[config.mk]
export PLATFORM = sky130hd
export DESIGN_NAME = serial_frame_deser
export DESIGN_NICKNAME = d
export VERILOG_FILES = /design/src/rtl/serial_frame_deser_pkg.sv /design/src/rtl/serial_frame_deser_en_shift_reg.sv /design/src/rtl/serial_frame_deser.sv
export SDC_FILE = /design/constraint.sdc
export NUM_CORES = 1
export LEC_CHECK = 0
export CORE_AREA = 10 10 63 65
export CTS_CLUSTER_DIAMETER = 80
export DETAILED_ROUTE_END_ITERATION = 7
export DIE_AREA = 0 0 73 75
export GPL_TIMING_DRIVEN = 0
export PLACE_DENSITY = 0.85
export SLEW_MARGIN = 20
export SYNTH_ARGS = -nofsm -noshare
export SYNTH_HDL_FRONTEND = slang
export SYNTH_SLANG_ARGS = --single-unit
export TNS_END_PERCENT = 1
[constraint.sdc]
create_clock -name clk -period 2.4 [get_ports clk]
set_clock_uncertainty 0.1 [all_clocks]
set_input_delay 0.36 -clock clk [delete_from_list [all_inputs] [get_ports clk]]
set_output_delay 0.36 -clock clk [all_outputs]
set_load 0.005 [all_outputs]
[src/rtl/serial_frame_deser_pkg.sv]
// Shared types and default constants for the serial frame deserializer.
package serial_deser_pkg;

    typedef enum logic {
        HUNT    = 1'b0,
        COLLECT = 1'b1
    } state_t;

    localparam int unsigned WIDTH       = 8;
    localparam int unsigned SYNC_LEN    = 4;
    localparam logic [3:0]  SYNC_PAT    = 4'b1011;
    localparam int unsigned FRAME_WORDS = 2;

endpackage

[src/rtl/serial_frame_deser_en_shift_reg.sv]
// Enabled shift register, new bit enters at the LSB; synchronous clear wins over enable.
module en_shift_reg #(
    parameter int unsigned W = 8
) (
    input  logic         clk,
    input  logic         clr,
    input  logic         en,
    input  logic         d,
    output logic [W-1:0] q
);

    logic [W-1:0] sr_q;
    logic [W-1:0] sr_d;

    always_comb begin
        sr_d = {sr_q[W-2:0], d};
    end

    always_ff @(posedge clk) begin
        if (clr) begin
            sr_q <= '0;
        end else if (en) begin
            sr_q <= sr_d;
        end
    end

    assign q = sr_q;

endmodule

[src/rtl/serial_frame_deser.sv]
// Hunts for a sync pattern in a qualified serial stream, then deserializes
// FRAME_WORDS MSB-first words before returning to the hunt.
module serial_frame_deser #(
    parameter int unsigned            WIDTH       = serial_deser_pkg::WIDTH,
    parameter int unsigned            SYNC_LEN    = serial_deser_pkg::SYNC_LEN,
    parameter logic [SYNC_LEN-1:0]    SYNC_PAT    = serial_deser_pkg::SYNC_PAT,
    parameter int unsigned            FRAME_WORDS = serial_deser_pkg::FRAME_WORDS
) (
    input  logic             clk,
    input  logic             rst,
    input  logic             en,
    input  logic             data_in,
    output logic [WIDTH-1:0] par_out,
    output logic             par_valid,
    output logic             sync_found,
    output logic             in_frame,
    output logic [7:0]       word_idx
);

    import serial_deser_pkg::*;

    localparam int unsigned CW = $clog2(WIDTH);

    state_t             state_q;
    logic [CW-1:0]      bit_cnt_q;
    logic [7:0]         word_idx_q;
    logic [WIDTH-1:0]   par_out_q;
    logic               par_valid_q;
    logic               sync_found_q;
    logic               in_frame_q;

    logic [SYNC_LEN-1:0] hunt_q;
    logic [WIDTH-1:0]    data_q;
    logic [SYNC_LEN-1:0] hunt_d;
    logic [WIDTH-1:0]    word_d;
    logic                hunt_en;
    logic                data_en;
    logic                sync_hit;
    logic                word_done;
    logic                frame_done;
    logic                unused_msbs;

    // Match is evaluated on the value the hunt register is about to take,
    // so a sync completes on the same edge that shifts in its last bit.
    always_comb begin
        hunt_d     = {hunt_q[SYNC_LEN-2:0], data_in};
        word_d     = {data_q[WIDTH-2:0], data_in};
        hunt_en    = en && (state_q == HUNT);
        data_en    = en && (state_q == COLLECT);
        sync_hit   = hunt_en && (hunt_d == SYNC_PAT);
        word_done  = data_en && (bit_cnt_q == CW'(WIDTH - 1));
        frame_done = word_done && (word_idx_q == 8'(FRAME_WORDS - 1));
    end

    assign unused_msbs = ^{hunt_q[SYNC_LEN-1], data_q[WIDTH-1]};

    en_shift_reg #(.W(SYNC_LEN)) u_hunt_sr (
        .clk (clk),
        .clr (rst || sync_hit),
        .en  (hunt_en),
        .d   (data_in),
        .q   (hunt_q)
    );

    en_shift_reg #(.W(WIDTH)) u_data_sr (
        .clk (clk),
        .clr (rst),
        .en  (data_en),
        .d   (data_in),
        .q   (data_q)
    );

    always_ff @(posedge clk) begin
        if (rst) begin
            state_q      <= HUNT;
            bit_cnt_q    <= '0;
            word_idx_q   <= '0;
            par_out_q    <= '0;
            par_valid_q  <= 1'b0;
            sync_found_q <= 1'b0;
            in_frame_q   <= 1'b0;
        end else begin
            par_valid_q  <= 1'b0;
            sync_found_q <= 1'b0;
            if (en) begin
                case (state_q)
                    HUNT: begin
                        if (sync_hit) begin
                            state_q      <= COLLECT;
                            sync_found_q <= 1'b1;
                            in_frame_q   <= 1'b1;
                            bit_cnt_q    <= '0;
                            word_idx_q   <= '0;
                        end
                    end
                    COLLECT: begin
                        if (word_done) begin
                            par_out_q   <= word_d;
                            par_valid_q <= 1'b1;
                            bit_cnt_q   <= '0;
                            if (frame_done) begin
                                state_q    <= HUNT;
                                in_frame_q <= 1'b0;
                                word_idx_q <= '0;
                            end else begin
                                word_idx_q <= word_idx_q + 8'd1;
                            end
                        end else begin
                            bit_cnt_q <= bit_cnt_q + CW'(1);
                        end
                    end
                    default: begin
                        state_q    <= HUNT;
                        in_frame_q <= 1'b0;
                    end
                endcase
            end
        end
    end

    assign par_out    = par_out_q;
    assign par_valid  = par_valid_q;
    assign sync_found = sync_found_q;
    assign in_frame   = in_frame_q;
    assign word_idx   = word_idx_q;

endmodule

==> impl_summary.txt <==
----------------------------------------------------
[Synthesis]
  Count of distinct cell types in the synthesized netlist ... 32
  Proportion of netlist area held by the largest area contributor ... 0.491
  Share of flip-flops with an asynchronous set or reset ... 0
  Number of register bits inferred by synthesis ... 33
  Nets in the synthesized netlist ... 168
  Main flop type after synthesis ... dfxtp_1
  Average cell area after synthesis ... 8.41 um2
  Sequential element share of the synthesized area ... 0.491
  Cell taking the most area after synthesis ... dfxtp_1
  Synthesized cell area ... 1350 um2
  Number of enable flip-flop cells after synthesis ... 0
  Synth area leaders ... dfxtp_1 49%, nand2_1 9.8%, a21oi_1 9.3%, ha_1 3.7%, or3_1 2.3%
  Count of synthesis-stage warnings from yosys ... 0
  Gate Count Post-Synth ... 160

[Global route]
  Wire length of the first global-routing pass ... 4.84 mm
  Pin count of the biggest net entering global routing ... 11
  Vias in the first global route ... 1138
  Total track usage ... 0.110
  Number of antenna violations at the first check in global routing ... 0
  Remaining global-route overflow ... 0

[CTS]
  Clock edge transition at the registers on the reported setup and hold paths ... 90 ps
  Number of clock buffers inserted by TritonCTS ... 5
  Cts-stage hold buffer count ... 0
  Root buf cell ... clkbuf_4
  Post-CTS setup repair buffer count ... 0
  CTS tree ... yes
  Maximum count of clock buffers along a single path ... 2
  Number of levels the H-tree was split into ... 2
  Number of clock sinks ... 33
  Post-cts repair resize count ... 0
  Clk_lat worst skew ... 320 ps

[Setup path]
  Setup crit end kind ... register
  Crit path DAT ... 2050 ps
  Largest fanout of any net on the critical path ... 8
  CP startpoint kind ... register
  Critical path class ... reg2reg
  Length in cells of the worst reg-to-reg path ... 5
  Data required time at the worst endpoint ... 2500 ps

[Floorplan]
  Die width ... 73 um
  Floorplan die area ... 5480 um2
  Die boundary height ... 75 um
  I/O pin count ... 23
  Area of the core ... 2710 um2
  Initial cell density of the core ... 0.496
  Number of rows created at floorplan ... 19

[STA]
  Finish-stage setup viols ... 0
  F_max ... 513 MHz
  Aggregate negative setup slack ... 0 ps
  Number of pins exceeding their max-slew limit in the final report ... 0
  Final critical delay including setup and external delays ... 1950 ps
  Final cycle utilization of the critical path ... 0.813
  Measured slew at the worst slew-check pin ... 525 ps
  Setup repair after global routing missed its margin ... false
  Final Hold Violating Endpoints ... 0
  Slew HR ... 0.646

[Run]
  Max Cap Violations ... 0

[Cells and area]
  Multi-input gate area ... 631 um2
  Top library cells by usage in the layout, fill and taps aside ... 35 x nand2_1, 33 x dfxtp_1, 25 x a21oi_1
  Commonest non-fill, non-tap cell in the layout ... nand2_1
  # diodes ... 0
  Area growth from synthesis to layout ... 24.8%
  Layout cell share with drive strength beyond 1 ... 0.0741
  Final Net Count ... 196
  Storage element area ... 661 um2
  Area of all placed cells without fillers ... 1680 um2
  Fill cell instance count of the final layout ... 247

[Route]
  DR DRC count ... 0
  Average wire length per cell after detail routing ... 12.7 um
  Drt first-iter violations ... 72
  Via-to-Cell Ratio ... 5.31
  Post-DRT Antenna Nets ... 0
  Wire length after detailed routing ... 2.80 mm
  Number of detailed-routing iterations run before antenna repair ... 6
  Via count ... 1169

[Worst hold path]
  Worst hold path cell count ... 2
  Hold/Removal Path Class ... in2reg

[Run status]
  Status ... completed

[Place]
  Weighted congestion at the end of routability-driven global placement ... 0.783
  HPWL after detailed placement ... 2.10 mm
  Number of buffers inserted by port buffering ... 21
  Cell Area, Placed ... 1590 um2

[Power and ir drop]
  Maximum resistive drop on vdd ... 0.875 mV
  PD cells ... 596 nW/um2
  Cell leakage power ... 0.000573 uW

----------------------------------------------------
-- power breakdown --
part / leakage [uW] / switching (uW) / internal, uW
combinational: 0.000261 / 15.1 / 8.45
sequential: 0.000266 / 1.33 / 549
clock: 0.0000455 / 178 / 249
-- stage by stage --
stage               hold WS (ps)  cells  utilization  total power (uW)  setup slack [ps]
finish                       270    220        0.620              1000               450
global route                 275    220        0.620              1050               362
CTS                          260    220        0.620              1010               447
detailed placement           347    212        0.588               587               249
global placement             341    212        0.588               586               285
floorplan                    332    160            -               577               628
-- registers in the layout, summed over array words and instances (netlist names) --
name         count
sync_found       1
par_valid        1
u_hunt_sr.q      3
bit_cnt_q        3
u_data_sr.q      7
state_q          1
in_frame         1
word_idx         8
par_out          8
-- worst paths after layout --
kind                    start          end  slack [ps]
setup reg to reg  word_idx[0]  word_idx[1]         450
hold reg to reg    par_out[6]   par_out[6]         360
setup / recovery  word_idx[0]  word_idx[1]         450
hold / removal            rst     in_frame         270
-- layout make-up --
type | count | area share
sequential | 33 | 0.393
multi-input combinational | 113 | 0.376
timing repair buffer | 21 | 0.125
clock buffer | 7 | 0.0328
tap | 31 | 0.0231
buffer | 9 | 0.0209
clock inverter | 1 | 0.0179
inverter | 5 | 0.0112
-- per-layer routing --
metal / part of all wire / track usage / vias up / routed length (um)
met5: 0 / 0 / - / 0
met4: 0.010 / 0.0443 / 0 / 29
met3: 0.11 / 0.0696 / 4 / 321
met2: 0.45 / 0.183 / 39 / 1270
met1: 0.42 / 0.107 / 520 / 1170
li1: - / - / 606 / -
-- logic make-up after synthesis --
logic type | Yosys count | synth area share
mux | 2 | 0.0149
fa+ha+maj | 4 | 0.0372
compound gates | 38 | 0.158
buf+inv | 14 | 0.0400
flops | 33 | 0.491
xor+xnor | 1 | 0.00651
simple gates | 68 | 0.252
-- cell usage after synthesis (2+ instances only) --
master	instances
or4_1	2
o31ai_1	2
nor3_1	4
a21oi_1	25
nor2b_1	2
nand3_1	5
or3_1	5
clkbuf_1	7
ha_1	4
inv_1	5
nand2_1	35
and2_1	2
dfxtp_1	33
o21ai_0	6
nor2_1	5
mux2i_1	2
-- worst max-delay path, cell delays in order, from the launching register on --
cell      delay (ps)
dfxtp_1          460
ha_1             190
or4b_4           460
o31ai_2          280
a21o_2           260
a211oi_1          70
(Power assumes the default switching activity.)
